`src/rtl/regfile_sb.sv`:
```
// Multi-port register file with write-to-read bypass and a scoreboard
// of pending writes, feeding the decode-stage hazard unit.
module regfile_sb #(
    parameter int DATA_W   = 32,
    parameter int ADDR_W   = 5,
    parameter int NREAD    = 2,
    parameter int NWRITE   = 1,
    parameter int ZERO_REG = 1,
    parameter int BYPASS   = 1
) (
    input  logic                     clk,
    input  logic                     reset,
    input  logic [NREAD*ADDR_W-1:0]  rd_addr,
    output logic [NREAD*DATA_W-1:0]  rd_data,
    output logic [NREAD-1:0]         rd_busy,
    input  logic [NWRITE-1:0]        wr_en,
    input  logic [NWRITE*ADDR_W-1:0] wr_addr,
    input  logic [NWRITE*DATA_W-1:0] wr_data,
    input  logic                     iss_en,
    input  logic [ADDR_W-1:0]        iss_addr,
    input  logic                     flush,
    output logic [ADDR_W:0]          busy_cnt
);

    localparam int DEPTH = 2 ** ADDR_W;

    logic [DATA_W-1:0] mem [DEPTH];
    logic [DEPTH-1:0]  busy;
    logic [DEPTH-1:0]  busy_nxt;
    logic [ADDR_W:0]   cnt_nxt;
    logic [ADDR_W-1:0] wa [NWRITE];
    logic [DATA_W-1:0] wd [NWRITE];
    logic [NWRITE-1:0] wr_ok;
    logic              iss_ok;

    function automatic logic is_zero(input logic [ADDR_W-1:0] a);
        return (ZERO_REG != 0) && (a == '0);
    endfunction

    for (genvar j = 0; j < NWRITE; j++) begin : g_wr
        assign wa[j]    = wr_addr[j*ADDR_W +: ADDR_W];
        assign wd[j]    = wr_data[j*DATA_W +: DATA_W];
        assign wr_ok[j] = wr_en[j] && !is_zero(wa[j]);
    end

    assign iss_ok = iss_en && !is_zero(iss_addr);

    // Later ports are applied last, so the highest index wins on collision
    always_ff @(posedge clk) begin
        if (reset) begin
            for (int k = 0; k < DEPTH; k++) begin
                mem[k] <= '0;
            end
        end else begin
            for (int j = 0; j < NWRITE; j++) begin
                if (wr_ok[j]) begin
                    mem[wa[j]] <= wd[j];
                end
            end
        end
    end

    // Issue is applied after writeback: a new producer supersedes the old one
    always_comb begin
        busy_nxt = busy;
        if (flush) begin
            busy_nxt = '0;
        end else begin
            for (int j = 0; j < NWRITE; j++) begin
                if (wr_ok[j]) begin
                    busy_nxt[wa[j]] = 1'b0;
                end
            end
            if (iss_ok) begin
                busy_nxt[iss_addr] = 1'b1;
            end
        end
    end

    always_comb begin
        cnt_nxt = '0;
        for (int k = 0; k < DEPTH; k++) begin
            cnt_nxt = cnt_nxt + {{ADDR_W{1'b0}}, busy_nxt[k]};
        end
    end

    always_ff @(posedge clk) begin
        if (reset) begin
            busy     <= '0;
            busy_cnt <= '0;
        end else begin
            busy     <= busy_nxt;
            busy_cnt <= cnt_nxt;
        end
    end

    for (genvar i = 0; i < NREAD; i++) begin : g_rd
        logic [ADDR_W-1:0] ra;
        logic [DATA_W-1:0] d;
        logic              b;

        assign ra = rd_addr[i*ADDR_W +: ADDR_W];

        always_comb begin
            d = mem[ra];
            b = busy[ra];
            if (BYPASS != 0) begin
                for (int j = 0; j < NWRITE; j++) begin
                    if (wr_ok[j] && (wa[j] == ra)) begin
                        d = wd[j];
                        b = 1'b0;
                    end
                end
            end
            if (is_zero(ra)) begin
                d = '0;
                b = 1'b0;
            end
        end

        assign rd_data[i*DATA_W +: DATA_W] = d;
        assign rd_busy[i]                  = b;
    end

endmodule
```
`config.mk`:
```
export PLATFORM = sky130hd
export DESIGN_NAME = regfile_sb
export DESIGN_NICKNAME = d
export VERILOG_FILES = /design/src/rtl/regfile_sb.sv
export SDC_FILE = /design/constraint.sdc
export NUM_CORES = 2
export LEC_CHECK = 0
export ABC_AREA = 1
export BUFFER_PORTS_ARGS = -buffer_cell sky130_fd_sc_hd__buf_2
export CAP_MARGIN = 20
export CORE_MARGIN = 2
export CORE_UTILIZATION = 35
export CTS_CLUSTER_DIAMETER = 30
export DETAILED_ROUTE_END_ITERATION = 8
export PLACE_DENSITY_LB_ADDON = 0.08
export SYNTH_ARGS = -nofsm -noshare
export SYNTH_HDL_FRONTEND = slang
export SYNTH_SLANG_ARGS = --single-unit
```
`constraint.sdc`:
```
create_clock -name clk -period 5.65 [get_ports clk]
set_input_delay 0.565 -clock clk [delete_from_list [all_inputs] [get_ports clk]]
set_output_delay 0.565 -clock clk [all_outputs]
set_load 0.005 [all_outputs]
```
Yosys cells after proc, flatten, opt, wreduce, memory -nomap -nowiden
Memory sizes are Yosys's and may differ from the RTL's.
Cells that the tools add are included.
Operators by class
  $add $sub $neg: 31
  magnitude comparators: 6
  eq/ne operators: 2
  muxes and demuxes: 28
  bitwise gates (word level): 3
  reduce and logical (&&, ||, !) cells: 13
Operator list (number)
  32-bit 2-to-1 mux: 9
  6-bit by 1-bit adder with 6-bit output: 26
  32-bit bitwise AND: 1
  32-bit inverter: 1
  32-bit OR: 1
  32-bit OR reduction: 1
  5-bit by 6-bit less-than comparator with 1-bit output (second input constant): 4
  5-bit zero test: 4
  1-bit 2-to-1 mux: 14
  1-bit binary-select mux with 5-bit select: 2
  1-bit demux with 5-bit select: 2
  5-bit equality test: 2
  5-bit by 1-bit >= comparator with 1-bit output (second input constant): 2
  5-bit by 1-bit adder with 6-bit output: 1
  1-bit logical AND: 6
  4-bit by 1-bit adder with 5-bit output: 1
  5-bit 2-to-1 mux: 1
  3-bit by 1-bit adder with 4-bit output: 1
  2-bit by 1-bit adder with 3-bit output: 1
  1-bit by 1-bit adder with 2-bit output: 1
  1-bit zero test: 2
Storage, ports and cells
  flip-flop bits (word level): 38
  bits in writable memories: 1024
  input port bits: 57
  output and inout bits: 72
  logic and storage cells: 86
  memories kept: 1
Memory list
  mem: depth 32, bits a word 32, rd ports 2, clocked after memory_dff 0, wr ports 32, line 27  | logic [DATA_W-1:0] mem [DEPTH];

Longest topological paths before layout
  word-level depth: 42
  depth in mapped cells: 29
  mapped depth without buffers: 28

Least setup slack after synthesis
No wires, ideal clock.
  path kind: input to register
  start: input wr_addr[1]
  end: register busy_cnt[4]
  setup time: 0.120 ns
  arrival: 5.576 ns
  data required time: 5.530 ns
  slack: -0.045 ns
  cell stages on the path: 25
  path buffers: 1
  cell sequence: buf_4 > inv_1 > nand2_2 > o21ai_2 > inv_1 > nand3_1 > o21ai_0 > nand2_1 > nand2_1 > fa_1 > inv_1 > fa_1 > inv_1 > fa_1 > fa_1 > fa_1 > fa_1 > inv_1 > ha_1 > inv_1 > fa_1 > o21ai_0 > a21oi_1 > o21ai_0 > a21oi_1
On the way
  word-level cells in the longest chain between the ends: 42
  elaborated cells on any way between the ends: 46
  those cells by class: add/sub: 31; order compare: 2; mux: 6; bitwise: 3; reduce/logical: 4
Ends and longest elaborated chain
  start, declared: line 17  | input logic [NWRITE*ADDR_W-1:0] wr_addr,
  5-bit by 6-bit less-than comparator with 1-bit output (not written as such) / 5-bit by 1-bit >= comparator with 1-bit output (equally long branches): line 71  | busy_nxt[wa[j]] = 1'b0;
  1-bit logical AND (not written as such): line 71
  1-bit 2-to-1 mux (not written as such): line 71
  1-bit demux with 5-bit select: line 71
  32-bit inverter (no line)
  32-bit bitwise AND (no line)
  32-bit 2-to-1 mux *: line 70  | if (wr_ok[j]) begin
  32-bit 2-to-1 mux *: line 66  | if (flush) begin
  [2 not listed]
  32-bit 2-to-1 mux *: line 66
  1-bit by 1-bit adder with 2-bit output: line 83  | cnt_nxt = cnt_nxt + {{ADDR_W{1'b0}}, busy_nxt[k]};
  2-bit by 1-bit adder with 3-bit output: line 83
  3-bit by 1-bit adder with 4-bit output: line 83
  4-bit by 1-bit adder with 5-bit output: line 83
  5-bit by 1-bit adder with 6-bit output: line 83
  6-bit by 1-bit adder with 6-bit output (25 in a row): line 83
  6-bit by 1-bit adder with 6-bit output *: line 83
  end signal, assigned: line 93  | busy_cnt <= cnt_nxt;
  end, declared: line 22  | output logic [ADDR_W:0] busy_cnt
Mark *: on every way between the ends. The rest lies on a longest branch, timed or not. The select of a mux whose other input is x is not followed.
A chain may end at the register's enable or synchronous reset.

Final worst setup path
  start: register busy[13]
  end: register busy_cnt[4]
On the way
  word-level cells in the longest chain between the ends: 25
Ends and longest elaborated chain
  start, declared: line 28  | logic [DEPTH-1:0] busy;
  start signal, assigned: line 92  | busy <= busy_nxt;
  32-bit bitwise AND (no line)
  32-bit 2-to-1 mux *: line 70
  32-bit 2-to-1 mux *: line 66
  32-bit OR (no line)
  32-bit 2-to-1 mux *: line 74  | if (iss_ok) begin
  32-bit 2-to-1 mux *: line 66
  6-bit by 1-bit adder with 6-bit output * (19 in a row): line 83
Marked as above.

==> flow_summary.toml <==
[power]
p_switching_mw = 7.33
internal-power_mw = 22.4
clock_power_share = 0.597
pwr-share-seq = 0.310
p_total_mw = 29.8
p_leak_nw = 29.5
power_density_nw_per_um2 = 405
switching_share = 0.246
combPwrFrac = 0.092
ir_drop_mv = 0.342

[clocking]
cts_tree = "done"
insertion_delay_ns = 0.89
clk_pin_slew_worst_paths_ns = 0.04
cts.htree.levels = 5
cts.root.buffer_cell = "clkbuf_16"
cts-resized-gates = 0
clock-sinks = 1062
cts.path.max_buffers = 4
cts_setup_buffers = 0
numCtsBuffers = 336
cts_hold_buf = 0

[synthesis]
synth_area_leader_cell = "edfxtp_1"
syn-instance-count = 7046
syn_area_um2 = 59800
ys_types = 38
postSynthAreaPerCell_um2 = 8.49
ys_seq_area_frac = 0.527
yosysWarnings = 0
netlist.area_leader.share = 0.514
ys_ff_latch = 1062
synthTopCellsByArea = "edfxtp_1, nand3_1, o211ai_1"

[worst_setup_path]
required_ns = 6.43
crit_chain = "inv_1 -> a21oi_1 -> o21ai_0 -> fa_1 -> inv_1 -> fa_1 -> inv_1 -> fa_1 -> fa_1 -> fa_1 -> fa_1 -> inv_1 -> ha_1 -> inv_1 -> fa_1 -> o21ai_0 -> a21oi_1 -> o21ai_0 -> a21oi_1"
start_kind = "register"
cp_max_fo = 3
crit_path_max_incr_delay_ns = 0.62
path_class = "register to register"
crit_slowest_cell = "fa_1"
crit_arrival_ns = 6.01
critPathMostFrequentCell = "fa_1"
critPathCaptureType = "register"
r2r_cells = 19

[final_layout]
areaGrowthSynthToFinish_pct = 23.0
multi_input_area_um2 = 23300
final_common_cell = "nand2_1"
nFillCells = 16497
final_cells = 9573
nNetsFinal = 7203
most-common-layout-cells = "nand2_1, nand3_1, nor2_1, edfxtp_1, o211ai_1"
seq_area_um2 = 31500
drive_gt1_frac = 0.128

[floorplan]
die_x_um = 417
initial_core_util = 0.353
coreArea_um2 = 170000
die_h_um = 417
rows = 151
die_area_um2 = 174000
io_pins = 129

[sta]
period_minus_slack_ns = 5.23
rsz0062_at_grt = "false"
fin_skew_ns = 0.0398
setup_viol = 0
finalHoldViolCount = 0
tightest_slew_ns = 1.20
setup_tns_ns = 0
slew_violations = 0
fmax_mhz = 191
min_period_over_period = 0.926
maxSlewHeadroom = 0.196
setup_ws_ns = 0.417
whs_ns = 0.0995

[place]
port_buffers = 128
pre_cts_slack_ns = -0.412
gp_congestion = 0.860
dpl.cell_count = 8993
dp_hpwl_um = 143000

[detailed_routing]
drt_wl_total_um = 262000
drtIter0Drc = 6195
wl_per_cell_um = 27.3
first_pass_iters = 7
ant_nets = 0
route.detailed.drc = 0
routed_via_density = 5.69
route.vias.total = 54442

[grt]
gr-total-overflow = 0
grt_pass1_wl_um = 372000
antenna_found_initial = 10
grt_use_total = 0.294
grt_pass1_vias = 52887
grt_max_degree = 205

[flow_run]
max-cap-violations = 0

[worst_hold_path]
hp-class = "input pin to register"
min_path_cells = 2

[outcome]
status = "finished, final reports clean"
-- cells by family after synthesis --
kind of cell,count (synthesis),share of synthesized area
AO/OA/AOI/OAI,1300,0.137
adder cells (fa/ha/maj),31,0.00949
AND/OR/NAND/NOR,3331,0.236
XOR/XNOR,8,0.00117
flip-flops,1062,0.527
other,1,0.0000627
buffers and inverters,1313,0.0894
-- power groups by stage --
stage	sequential [mW]	combinational, mW	clock, mW
floorplan	9.33	1.60	0
global placement	9.35	2.69	0
detailed placement	9.36	2.71	0
CTS	9.24	2.72	17.9
global route	9.29	2.95	18.4
finish	9.24	2.75	17.8
-- metrics by stage --
step,instance area (um2),utilization
detailed placement,62900,0.371
finish,73600,0.434
floorplan,60000,-
global placement,62800,0.370
global route,73600,0.434
CTS,73500,0.433
-- flip-flops by register name (all words and copies together), names as in the netlist --
signal	cells
busy	32
mem	1024
busy_cnt	6
-- metal layers --
layer,vias to the layer above,track usage,share of wire
li1,24458,-,-
met5,-,0,0.000084
met4,4,0.139,0.047
met1,26742,0.391,0.42
met2,2606,0.469,0.46
met3,632,0.0465,0.076
-- path summary, 6_finish.rpt --
kind                        from                     end  slack [ns]
max          busy[13]$_SDFF_PP0_  busy_cnt[4]$_SDFF_PP0_        0.42
min                        reset      busy[7]$_SDFF_PP0_         0.1
min reg2reg   busy[0]$_SDFF_PP0_      busy[0]$_SDFF_PP0_        0.59
max reg2reg  busy[13]$_SDFF_PP0_  busy_cnt[4]$_SDFF_PP0_        0.42
-- cell usage after synthesis, drive strengths merged --
cell type / number
conb: 1
dfxtp: 38
nand2: 1124
inv: 637
nor3: 5
o22ai: 2
edfxtp: 1024
o21ai: 318
buf: 346
o31ai: 1
nand3: 1090
and2: 7
a22o: 1
xor2: 2
o211ai: 678
ha: 7
nor4: 2
fa: 24
or2: 34
a21oi: 299
o21bai: 1
nand4: 11
xnor2: 6
clkinv: 6
nor2: 1058
clkbuf: 324
-- area by class of cell --
class,count,area share
inverters,643,0.0331
flip-flops and latches,1062,0.428
multi-input cells,4702,0.317
clock inverters,167,0.0239
well taps,2218,0.0377
clock buffers,408,0.120
diodes,3,0.000102
repair buffers,370,0.0394
-- worst max-delay path, delay by kind of cell (launching register included) --
kind,cells,cell delay [ns]
DFF,1,0.30
adders and majority gates,8,3.58
buffers and inverters,5,0.32
AOI/OAI and AO/OA,6,0.90
Note: power is estimated with default switching activity, not from simulation.
